File: src/rtl/instr_encode_loader_pkg.sv
// Shared ISA definitions for the instruction encoder/loader: field widths, class codes, sub-op codes.
// Latency: n/a (types and constants only).
// Backpressure: n/a.
package instr_encode_loader_pkg;

  localparam int WORD_W  = 9;
  localparam int TYPE_W  = 2;
  localparam int SUBOP_W = 3;
  localparam int OPND_W  = 6;

  // Instruction class, occupies word[8:7]
  typedef enum logic [TYPE_W-1:0] {
    MATH = 2'b00,
    COND = 2'b01,
    ASGN = 2'b10,
    VAL  = 2'b11
  } instr_type_e;

  // Math sub-ops (3 bits, all legal)
  localparam logic [2:0] OP_ADD = 3'd0;
  localparam logic [2:0] OP_SUB = 3'd1;
  localparam logic [2:0] OP_AND = 3'd2;
  localparam logic [2:0] OP_OR  = 3'd3;
  localparam logic [2:0] OP_XOR = 3'd4;
  localparam logic [2:0] OP_SHL = 3'd5;
  localparam logic [2:0] OP_SHR = 3'd6;
  localparam logic [2:0] OP_NOT = 3'd7;

  // Conditional branch sub-ops (2 bits)
  localparam logic [1:0] OP_BL  = 2'd0;
  localparam logic [1:0] OP_BG  = 2'd1;
  localparam logic [1:0] OP_BNE = 2'd2;
  localparam logic [1:0] OP_BEQ = 2'd3;

  // Assign/memory sub-ops (3 bits); 001, 110 and 111 are reserved
  localparam logic [2:0] OP_LI    = 3'd0;
  localparam logic [2:0] OP_LOAD  = 3'd2;
  localparam logic [2:0] OP_STORE = 3'd3;
  localparam logic [2:0] OP_CMP   = 3'd4;
  localparam logic [2:0] OP_NOP   = 3'd5;

  // One bit per A-class sub-op value, set where the decoder treats it as reserved
  localparam logic [7:0] ASGN_RSVD_MASK = 8'b1100_0010;

  // Move/jump sub-op (1 bit)
  localparam logic OP_MOV = 1'b0;
  localparam logic OP_JMP = 1'b1;

  // Loader session state
  typedef enum logic [1:0] {
    S_IDLE = 2'd0,
    S_LOAD = 2'd1,
    S_DONE = 2'd2,
    S_ERR  = 2'd3
  } state_e;

endpackage

File: src/rtl/instr_encode_loader_if.sv
// Request channel carrying symbolic instructions from host to loader.
// Latency: n/a (wires only).
// Backpressure: valid/ready; a transfer happens when both are high at a clock edge.
interface instr_encode_loader_if;
  import instr_encode_loader_pkg::*;

  logic                 req_valid;
  logic                 req_ready;
  logic [TYPE_W-1:0]    req_type;
  logic [SUBOP_W-1:0]   req_subop;
  logic [OPND_W-1:0]    req_operand;

  modport master (
    output req_valid,
    output req_type,
    output req_subop,
    output req_operand,
    input  req_ready
  );

  modport slave (
    input  req_valid,
    input  req_type,
    input  req_subop,
    input  req_operand,
    output req_ready
  );

endinterface

File: src/rtl/instr_encode_loader_packer.sv
// Packs class/sub-op/operand into a 9-bit machine word and flags illegal encodings.
// Latency: purely combinational.
// Backpressure: none; the caller decides whether the result is used.
module instr_packer
  import instr_encode_loader_pkg::*;
(
  input  logic [TYPE_W-1:0]  req_type,
  input  logic [SUBOP_W-1:0] subop,
  input  logic [OPND_W-1:0]  operand,
  output logic [WORD_W-1:0]  word,
  output logic               illegal_subop,
  output logic               operand_ovf
);

  // Field layout and legality check per instruction class
  always_comb begin
    word          = '0;
    illegal_subop = 1'b0;
    operand_ovf   = 1'b0;
    case (instr_type_e'(req_type))
      MATH: begin
        word        = {MATH, subop, operand[3:0]};
        operand_ovf = |operand[5:4];
      end
      COND: begin
        word          = {COND, subop[1:0], operand[4:0]};
        illegal_subop = subop[2];
        operand_ovf   = operand[5];
      end
      ASGN: begin
        word          = {ASGN, subop, operand[3:0]};
        illegal_subop = ASGN_RSVD_MASK[subop];
        operand_ovf   = |operand[5:4];
      end
      VAL: begin
        word          = {VAL, subop[0], operand};
        illegal_subop = |subop[2:1];
      end
      default: begin
        word = '0;
      end
    endcase
  end

endmodule

File: src/rtl/instr_encode_loader.sv
// Encodes symbolic requests and writes them to instruction memory at consecutive addresses.
// Latency: one cycle from accept to im_we strobe; one accept per cycle with no bubbles.
// Backpressure: req_ready low outside LOAD, once finish is pending, or when DEPTH words are written.
module instr_encode_loader
  import instr_encode_loader_pkg::*;
#(
  parameter int AW    = 10,
  parameter int DEPTH = 1024
) (
  input  logic                  Clk,
  input  logic                  Reset,
  input  logic                  start,
  input  logic [AW-1:0]         start_addr,
  input  logic                  finish,
  instr_encode_loader_if.slave  req,
  output logic                  im_we,
  output logic [AW-1:0]         im_addr,
  output logic [WORD_W-1:0]     im_wdata,
  output logic [AW:0]           word_count,
  output logic                  busy,
  output logic                  done,
  output logic                  err,
  output logic [1:0]            err_code
);

  localparam logic [AW:0] DEPTH_W = (AW+1)'(DEPTH);

  state_e              state;
  logic [AW-1:0]       addr;
  logic                finish_pending;
  logic [WORD_W-1:0]   word;
  logic                illegal_subop;
  logic                operand_ovf;
  logic                accept;
  logic                bad;

  instr_packer u_packer (
    .req_type      (req.req_type),
    .subop         (req.req_subop),
    .operand       (req.req_operand),
    .word          (word),
    .illegal_subop (illegal_subop),
    .operand_ovf   (operand_ovf)
  );

  assign req.req_ready = (state == S_LOAD) && !finish_pending && (word_count < DEPTH_W);
  assign accept        = req.req_valid && req.req_ready;
  assign bad           = illegal_subop || operand_ovf;

  assign busy = (state == S_LOAD);
  assign done = (state == S_DONE);
  assign err  = (state == S_ERR);

  // Session FSM, address/count tracking and the one-deep write stage.
  // Leaving LOAD for DONE is only done on a cycle with no accept, so a strobe
  // launched by the final accept always completes before done rises.
  always_ff @(posedge Clk) begin
    if (Reset) begin
      state          <= S_IDLE;
      addr           <= '0;
      word_count     <= '0;
      err_code       <= '0;
      finish_pending <= 1'b0;
      im_we          <= 1'b0;
      im_addr        <= '0;
      im_wdata       <= '0;
    end else begin
      im_we <= 1'b0;
      case (state)
        S_LOAD: begin
          if (accept && bad) begin
            state          <= S_ERR;
            err_code       <= {operand_ovf, illegal_subop};
            finish_pending <= 1'b0;
          end else if (accept) begin
            im_we      <= 1'b1;
            im_addr    <= addr;
            im_wdata   <= word;
            addr       <= addr + 1'b1;
            word_count <= word_count + 1'b1;
            if (finish) begin
              finish_pending <= 1'b1;
            end
          end else if (finish || finish_pending || (word_count >= DEPTH_W)) begin
            state          <= S_DONE;
            finish_pending <= 1'b0;
          end
        end
        default: begin
          if (start) begin
            state          <= S_LOAD;
            addr           <= start_addr;
            word_count     <= '0;
            err_code       <= '0;
            finish_pending <= 1'b0;
          end
        end
      endcase
    end
  end

endmodule

File: src/flat_wrapper.sv
// flat-port wrapper written by rule: the top's interface ports become plain ports
module instr_encode_loader_flat import instr_encode_loader_pkg::*;
#(
  parameter int AW    = 10,
  parameter int DEPTH = 1024
)
  (Clk, Reset, start, start_addr, finish, im_we, im_addr, im_wdata, word_count, busy, done, err, err_code, req_req_valid, req_req_type, req_req_subop, req_req_operand, req_req_ready);
  instr_encode_loader_if req_i ();
  input  logic Clk;
  input  logic Reset;
  input  logic start;
  input  logic [AW-1:0] start_addr;
  input  logic finish;
  output logic im_we;
  output logic [AW-1:0] im_addr;
  output logic [WORD_W-1:0] im_wdata;
  output logic [AW:0] word_count;
  output logic busy;
  output logic done;
  output logic err;
  output logic [1:0] err_code;
  input wire logic [$bits(req_i.req_valid)-1:0] req_req_valid;
  input wire logic [$bits(req_i.req_type)-1:0] req_req_type;
  input wire logic [$bits(req_i.req_subop)-1:0] req_req_subop;
  input wire logic [$bits(req_i.req_operand)-1:0] req_req_operand;
  output wire logic [$bits(req_i.req_ready)-1:0] req_req_ready;
  assign req_i.req_valid = req_req_valid;
  assign req_i.req_type = req_req_type;
  assign req_i.req_subop = req_req_subop;
  assign req_i.req_operand = req_req_operand;
  assign req_req_ready = req_i.req_ready;
  instr_encode_loader #(.AW(AW), .DEPTH(DEPTH)) u_core (.Clk(Clk), .Reset(Reset), .start(start), .start_addr(start_addr), .finish(finish), .req(req_i), .im_we(im_we), .im_addr(im_addr), .im_wdata(im_wdata), .word_count(word_count), .busy(busy), .done(done), .err(err), .err_code(err_code));
endmodule
File: config.mk
export PLATFORM = sky130hd
export DESIGN_NAME = instr_encode_loader_flat
export DESIGN_NICKNAME = d
export VERILOG_FILES = /design/src/rtl/instr_encode_loader_pkg.sv /design/src/rtl/instr_encode_loader_if.sv /design/src/rtl/instr_encode_loader_packer.sv /design/src/rtl/instr_encode_loader.sv /design/src/flat_wrapper.sv
export SDC_FILE = /design/constraint.sdc
export NUM_CORES = 1
export LEC_CHECK = 0
export ABC_AREA = 1
export ABC_CLOCK_PERIOD_IN_PS = 1450
export CAP_MARGIN = 20
export CORE_AREA = 4 4 83 85
export DETAILED_ROUTE_END_ITERATION = 8
export DIE_AREA = 0 0 87 89
export PLACE_DENSITY = 0.68
export SYNTH_ARGS = -nofsm -noshare
export SYNTH_HDL_FRONTEND = slang
export SYNTH_HIERARCHICAL = 1
export SYNTH_SLANG_ARGS = --single-unit
export TNS_END_PERCENT = 50
File: constraint.sdc
create_clock -name Clk -period 1.45 [get_ports Clk]
set_input_delay 0.29 -clock Clk [delete_from_list [all_inputs] [get_ports Clk]]
set_output_delay 0.29 -clock Clk [all_outputs]
set_load 0.1 [all_outputs]
==> impl_metrics.yaml, run 1 <==
outcome:
  status: "finished, violations left"
  violations: "negative setup slack"
sta:
  layout_setup_ws_ns: -0.06521
  min_period_over_period_pct: 104.5
  finalSetupViolCount: 6
  grt_setup_unrepaired: "true"
  maxSlewHeadroom_pct: 81.08
  fin_crit_ns: 1.515
  drv_slew: 0
  max_freq_ghz: 0.6600
  worstMarginPinSlew_ns: 0.2828
  worst_hold_slack_ns: 0.3211
  fin_tns_setup_ns: -0.1837
  finClkSkew_ns: 0.005415
  hold_violations: 0
floorplanning:
  boundaryPins: 63
  die_h_um: 89
  core-area_sq_mm: 0.006205
  row_count: 29
  chipWidth_um: 87
  start_util_pct: 38.27
  die_area_sq_mm: 0.007743
placed_design:
  hpwl_mm: 4.734
  port_buffers: 62
  preCtsSetupSlack_ns: -0.6692
  gp_congestion: 0.8603
  dp_cells: 489
  place_area_sq_mm: 0.003593
clock_network:
  cts_made_buffers: 5
  clockBufferDepth: 2
  ctsHoldBuffers: 0
  cts_tree: "yes"
  cts.clk_slew.worst_paths_ns: 0.08
  clock_latency_ns: 0.29
  cts_sinks: 46
  h-tree-depth: 2
  root_buffer: "clkbuf_8"
cells_and_area:
  n_fill_cell: 483
  fin_area_sq_mm: 0.004094
  antenna_cells: 0
  layout-drive-gt1-share_pct: 36.65
  nets: 470
  areaGrowthSynthToFinish_pct: 72.39
  final_core_util_pct: 65.98
  final_cells: 519
global_route:
  grt_pass1_wl_mm: 11.90
  overflow: 0
  grt_antenna_before_repair: 0
  grtUsageTotal_pct: 19.13
  grt_pass1_vias: 2477
  grt_max_degree: 31
worst_setup_path:
  worstSetupStartpointType: "flip-flop"
  path_cells: "buf_4 -> nor3_4 -> buf_12"
  worst_setup_path_end_kind: "output port"
  arrival_ns: 1.23
  worst_path_dominant_cell_family: "buffers and inverters"
  crit_required_ns: 1.16
  path_class: "flip-flop to output port"
  critPathMaxStageDelay_ns: 0.34
  slowest_stage: "dfxtp_2"
  crit_buf_inv: 2
  crit_path_max_fanout: 2
route:
  ant_nets: 0
  drtIter0Drc: 233
  avgViaCountPerCell: 5.218
  drt-pass1-iter-count: 5
  via_count: 2708
  routed_wl_mm: 7.776
  drc: 0
  wl_per_cell_um: 14.98
power:
  p_per_area_mw_per_mm2: 773.8
  total_power_mw: 3.168
  clockPowerShare_pct: 23.4
  vdd_drop_max_v: 0.0005188
  sequentialPowerShare_pct: 43.6
  swShare_pct: 34.02
  comb_power_share_pct: 33.1
  p_switching_mw: 1.078
  power.leakage_nw: 1.694
  internal_power_mw: 2.090
flow_run:
  max-cap-violations: 0
yosys:
  netlist_area_sq_mm: 0.002375
  seq_area_frac_synth_pct: 38.78
  syn_avg_cell_area_sq_um: 6.883
  synth.distinct_cells: 31
  synth_warnings: 6
  ys_ff_latch: 46
  syn_inst: 345
  synth_nets: 373
min_path:
  hp-class: "input port to flip-flop"
==> routing by layer <==
layer  up-vias  track usage (%)  part of all wire, %
met4         0            4.108                  1.5
met3        13            3.226                  5.1
li1       1315                -                    -
met1      1289            24.43                   41
met2        91            33.89                   52
met5         -                0                    0
==> power by group through the flow <==
stage / combinational [mW] / clock (mW) / sequential (mW)
CTS: 0.944 / 0.755 / 1.37
finish: 1.05 / 0.740 / 1.38
global placement: 0.847 / 0 / 1.40
detailed placement: 0.856 / 0 / 1.41
global route: 1.11 / 0.799 / 1.39
floorplan: 0.397 / 0 / 1.53
==> sequential cells by signal, indices dropped and copies added (netlist names) <==
signal                 count
u_core/word_count         11
u_core/addr               10
u_core/im_addr            10
u_core/im_wdata            9
u_core/err_code            2
u_core/state               2
u_core/finish_pending      1
u_core/im_we               1
==> timing repair <==
action | 4_1_cts | 5_1_grt
setup endpoints to repair | 48 | 49
cloned | 3 | 2
hold endpoints to repair | 0 | 0
pin swaps | 15 | 11
gates resized for setup | 50 | 41
setup buffers | 11 | 8
==> cells in the final DEF (no fill, tap or decap), types with 3 or more instances in the layout <==
cell type and instances:
a21oi_1 17, a21oi_2 8, buf_12 41, buf_2 3
buf_4 32, buf_6 6, clkbuf_8 5, clkdlybuf4s50_1 17
dfxtp_1 32, dfxtp_2 9, dfxtp_4 5, dlygate4sd2_1 3
inv_1 19, inv_2 6, nand2_1 67, nand2_2 10
nand3_1 15, nand3b_1 3, nand4_1 8, nor2_1 57
nor2_2 5, nor2_4 8, o21ai_0 21, o21ai_1 7
==> layout make-up <==
cell class / count / area [sq um] / share of cell area [%]
repair buffers: 107 / 1433 / 34.99
multi-input cells: 255 / 1429 / 34.90
flip-flops and latches: 46 / 950.9 / 23.23
inverters: 27 / 108.9 / 2.659
well taps: 77 / 96.34 / 2.353
clock buffers: 7 / 76.32 / 1.864
==> cells in the mapped netlist <==
library cell / instances / area (sq um)
a211oi_1: 1 / 7.510
a21o_1: 1 / 7.510
a21oi_1: 25 / 125.1
a31oi_1: 2 / 12.51
buf_2: 3 / 15.01
buf_4: 5 / 37.54
buf_6: 5 / 56.30
clkbuf_1: 6 / 22.52
dfxtp_1: 46 / 920.9
ha_1: 2 / 25.02
inv_1: 24 / 90.09
inv_2: 3 / 11.26
mux2i_1: 1 / 10.01
nand2_1: 78 / 292.8
nand2_4: 1 / 11.26
nand3_1: 16 / 80.08
nand3_4: 1 / 17.52
nand3b_1: 3 / 22.52
nand4_1: 8 / 50.05
nand4_4: 1 / 21.27
nor2_1: 67 / 251.5
nor2_2: 2 / 12.51
nor2_4: 1 / 11.26
nor2_8: 2 / 40.04
nor3_1: 5 / 25.02
o211a_1: 1 / 10.01
o211ai_1: 1 / 7.510
o21ai_0: 25 / 125.1
o21ai_1: 5 / 25.02
or2_2: 2 / 12.51
xor2_1: 2 / 17.52
==> worst register-to-register path, stage by stage, from the launching register on <==
cell,delay [ns]
dfxtp_4,0.38
inv_2,0.06
nor2_8,0.15
buf_6,0.13
nand3_4,0.08
nor2_8,0.17
nor2_4,0.05
buf_12,0.14
nor2_4,0.08
nand2_2,0.06
a21oi_2,0.12
==> path summary, 6_finish.rpt <==
check	slack, ns	cells after the start	end	from
setup reg to reg	-0.04	10	u_core/addr[7]$_SDFFE_PP0P_	u_core/state[0]$_SDFFE_PP0P_
hold reg to reg	0.50	2	u_core/err_code[1]$_SDFFE_PP0P_	u_core/err_code[1]$_SDFFE_PP0P_
setup / recovery	-0.07	3	req_req_ready	u_core/finish_pending$_SDFFE_PP0P_
hold / removal	0.32	3	u_core/im_wdata[8]$_SDFFE_PP0P_	req_req_type[1]
==> cells by family (layout without fill, tap and decap cells) <==
family          Yosys count  in the layout  synth area share, %
simple gates            187            189                35.72
compound gates           61             61                13.49
flops                    46             46                38.78
buf+inv                  46            141                9.800
fa+ha+maj                 2              2                1.054
xor+xnor                  2              2               0.7378
mux                       1              1               0.4215
Power figures use the tool's default switching activity.
==> inputs of run 2 (changes only) <==
Settings changed: SKIP_LAST_GASP from default to 1.
==> impl_metrics.yaml, run 2 (synthesis results as in run 1) <==
cells_and_area:
  nets: 471
  layout-drive-gt1-share_pct: 35.89
  final_cells: 520
  final_core_util_pct: 66.38
  n_fill_cell: 481
  top_register: "u_core/word_count"
  layout_commonest_cell: "nand2_1"
  reg_top3: "u_core/word_count: 11 flops, u_core/addr: 10 flops, u_core/im_addr: 10 flops"
  seq_area_sq_um: 950.9
  largest_register_ff_count: 11
  antenna_cells: 0
  multi_input_area_sq_mm: 0.001429
  areaGrowthSynthToFinish_pct: 73.45
  most-common-layout-cells: "nand2_1 (70), nor2_1 (56), buf_12 (41), buf_4 (32), dfxtp_1 (32)"
worst_setup_path:
  startpoint: "u_core/state[0]$_SDFFE_PP0P_"
  crit_path_max_fanout: 6
  worst_setup_path_end_kind: "flip-flop"
  critPathMaxStageDelay_ns: 0.38
  critPathMostFrequentCell: "nor2_4"
  path_class: "flip-flop to flip-flop"
  reg2reg_depth: 9
  path_cells: "inv_2 -> nor2_8 -> buf_6 -> nor2_4 -> buf_4 -> nor2_4 -> buf_12 -> nand2_1 -> a21oi_2"
  worstSetupStartpointType: "flip-flop"
  slowest_stage: "dfxtp_4"
  arrival_ns: 1.76
  crit_required_ns: 1.68
  rr_startpoint: "u_core/state[0]$_SDFFE_PP0P_"
route:
  avgViaCountPerCell: 5.213
  via_count: 2711
  drt-pass1-iter-count: 5
  routed_wl_mm: 7.825
  drtIter0Drc: 237
  wl_per_cell_um: 15.05
  drc: 0
  ant_nets: 0
floorplanning:
  row_count: 29
  boundaryPins: 63
  core-area_sq_mm: 0.006205
  die_area_sq_mm: 0.007743
  chipWidth_um: 87
  die_h_um: 89
  start_util_pct: 38.27
sta:
  layout_setup_ws_ns: -0.08041
  max_freq_ghz: 0.6534
  finClkSkew_ns: 0.006054
  hold_violations: 0
  maxSlewHeadroom_pct: 78.48
  grt_setup_unrepaired: "true"
  min_period_over_period_pct: 105.5
  finalSetupViolCount: 13
  fin_crit_ns: 1.530
  drv_slew: 0
  worstMarginPinSlew_ns: 0.3216
  fin_tns_setup_ns: -0.4824
clock_network:
  cts_tree: "yes"
  cts_sinks: 46
  h-tree-depth: 2
  clockBufferDepth: 2
  cts.clk_slew.worst_paths_ns: 0.08
  ctsHoldBuffers: 0
  cts_made_buffers: 5
  root_buffer: "clkbuf_8"
  clock_latency_ns: 0.30
global_route:
  grt_pass1_wl_mm: 11.90
  grt_antenna_before_repair: 0
  overflow: 0
  grt_max_degree: 31
  use_met1_pct: 24.43
  grt-busiest-layer: "met2"
  grt_pass1_vias: 2477
  grtUsageMet2_pct: 33.89
  globalRouteMet3Util_pct: 3.226
  grtUsageTotal_pct: 19.13
flow_run:
  max-cap-violations: 0
min_path:
  hold_depth: 3
  hp-class: "input port to flip-flop"
  min_from: "req_req_type[1]"
placed_design:
  hpwl_mm: 4.734
  port_buffers: 62
  dp_cells: 489
  gp_congestion: 0.8603
power:
  vdd_drop_max_v: 0.0005240
  p_per_area_mw_per_mm2: 774.2
  power.leakage_nw: 1.707
outcome:
  status: "finished, violations left"
  violations: "negative setup slack"
## run 2: area by class of cell
class                           instances  share of cell area [%]
Timing Repair Buffer                  108                   35.39
Multi-Input combinational cell        255                   34.69
Sequential cell                        46                   23.09
Inverter                               27                   2.643
Tap cell                               77                   2.339
Clock buffer                            7                   1.853
## run 2: per-stage QoR
stage / power, mW / setup slack [ns] / area [sq um] / hold WS [ns]
5_1_grt: 3.314 / -0.1315 / 4119 / 0.3540
3_3_place_gp: 2.251 / -0.5808 / 3593 / 0.4682
6_report: 3.189 / -0.08041 / 4119 / 0.3249
4_1_cts: 3.069 / -0.09086 / 3904 / 0.3154
3_5_place_dp: 2.263 / -0.6692 / 3593 / 0.4912
2_1_floorplan: 1.927 / -0.3331 / 2435 / 0.3517
## run 2: path summary, 6_finish.rpt
check / endpoint / slack [ns]
setup reg to reg: u_core/word_count[8]$_SDFFE_PP0P_ / -0.08
hold reg to reg: u_core/err_code[0]$_SDFFE_PP0P_ / 0.51
hold / removal: u_core/im_wdata[8]$_SDFFE_PP0P_ / 0.32
setup / recovery: u_core/word_count[8]$_SDFFE_PP0P_ / -0.08
## run 2: power by group
group          leakage [nW]  switching (mW)  internal (mW)
Combinational          1.29           0.608          0.453
Clock                0.0383           0.415          0.333
Sequential            0.382          0.0650           1.32
## run 2: metal layers
metal  routed length, um  vias to the layer above
met5                   0                        -
met1                3168                     1271
met3                 447                       16
met2                4045                      109
li1                    -                     1315
met4                 163                        0
## run 2: timing repair
item	4_1_cts	5_1_grt
gates cloned	3	3
resized for setup	48	40
pin swaps	15	13
buffers inserted	11	8
setup endpoints to repair	48	49
## run 2: worst max-delay path, delay by kind of cell, from the launching register on
family                 cells  cell delay (ns)
AOI/OAI and AO/OA          1             0.15
and+or+nand+nor            4             0.45
DFF                        1             0.38
buffers and inverters      4             0.47
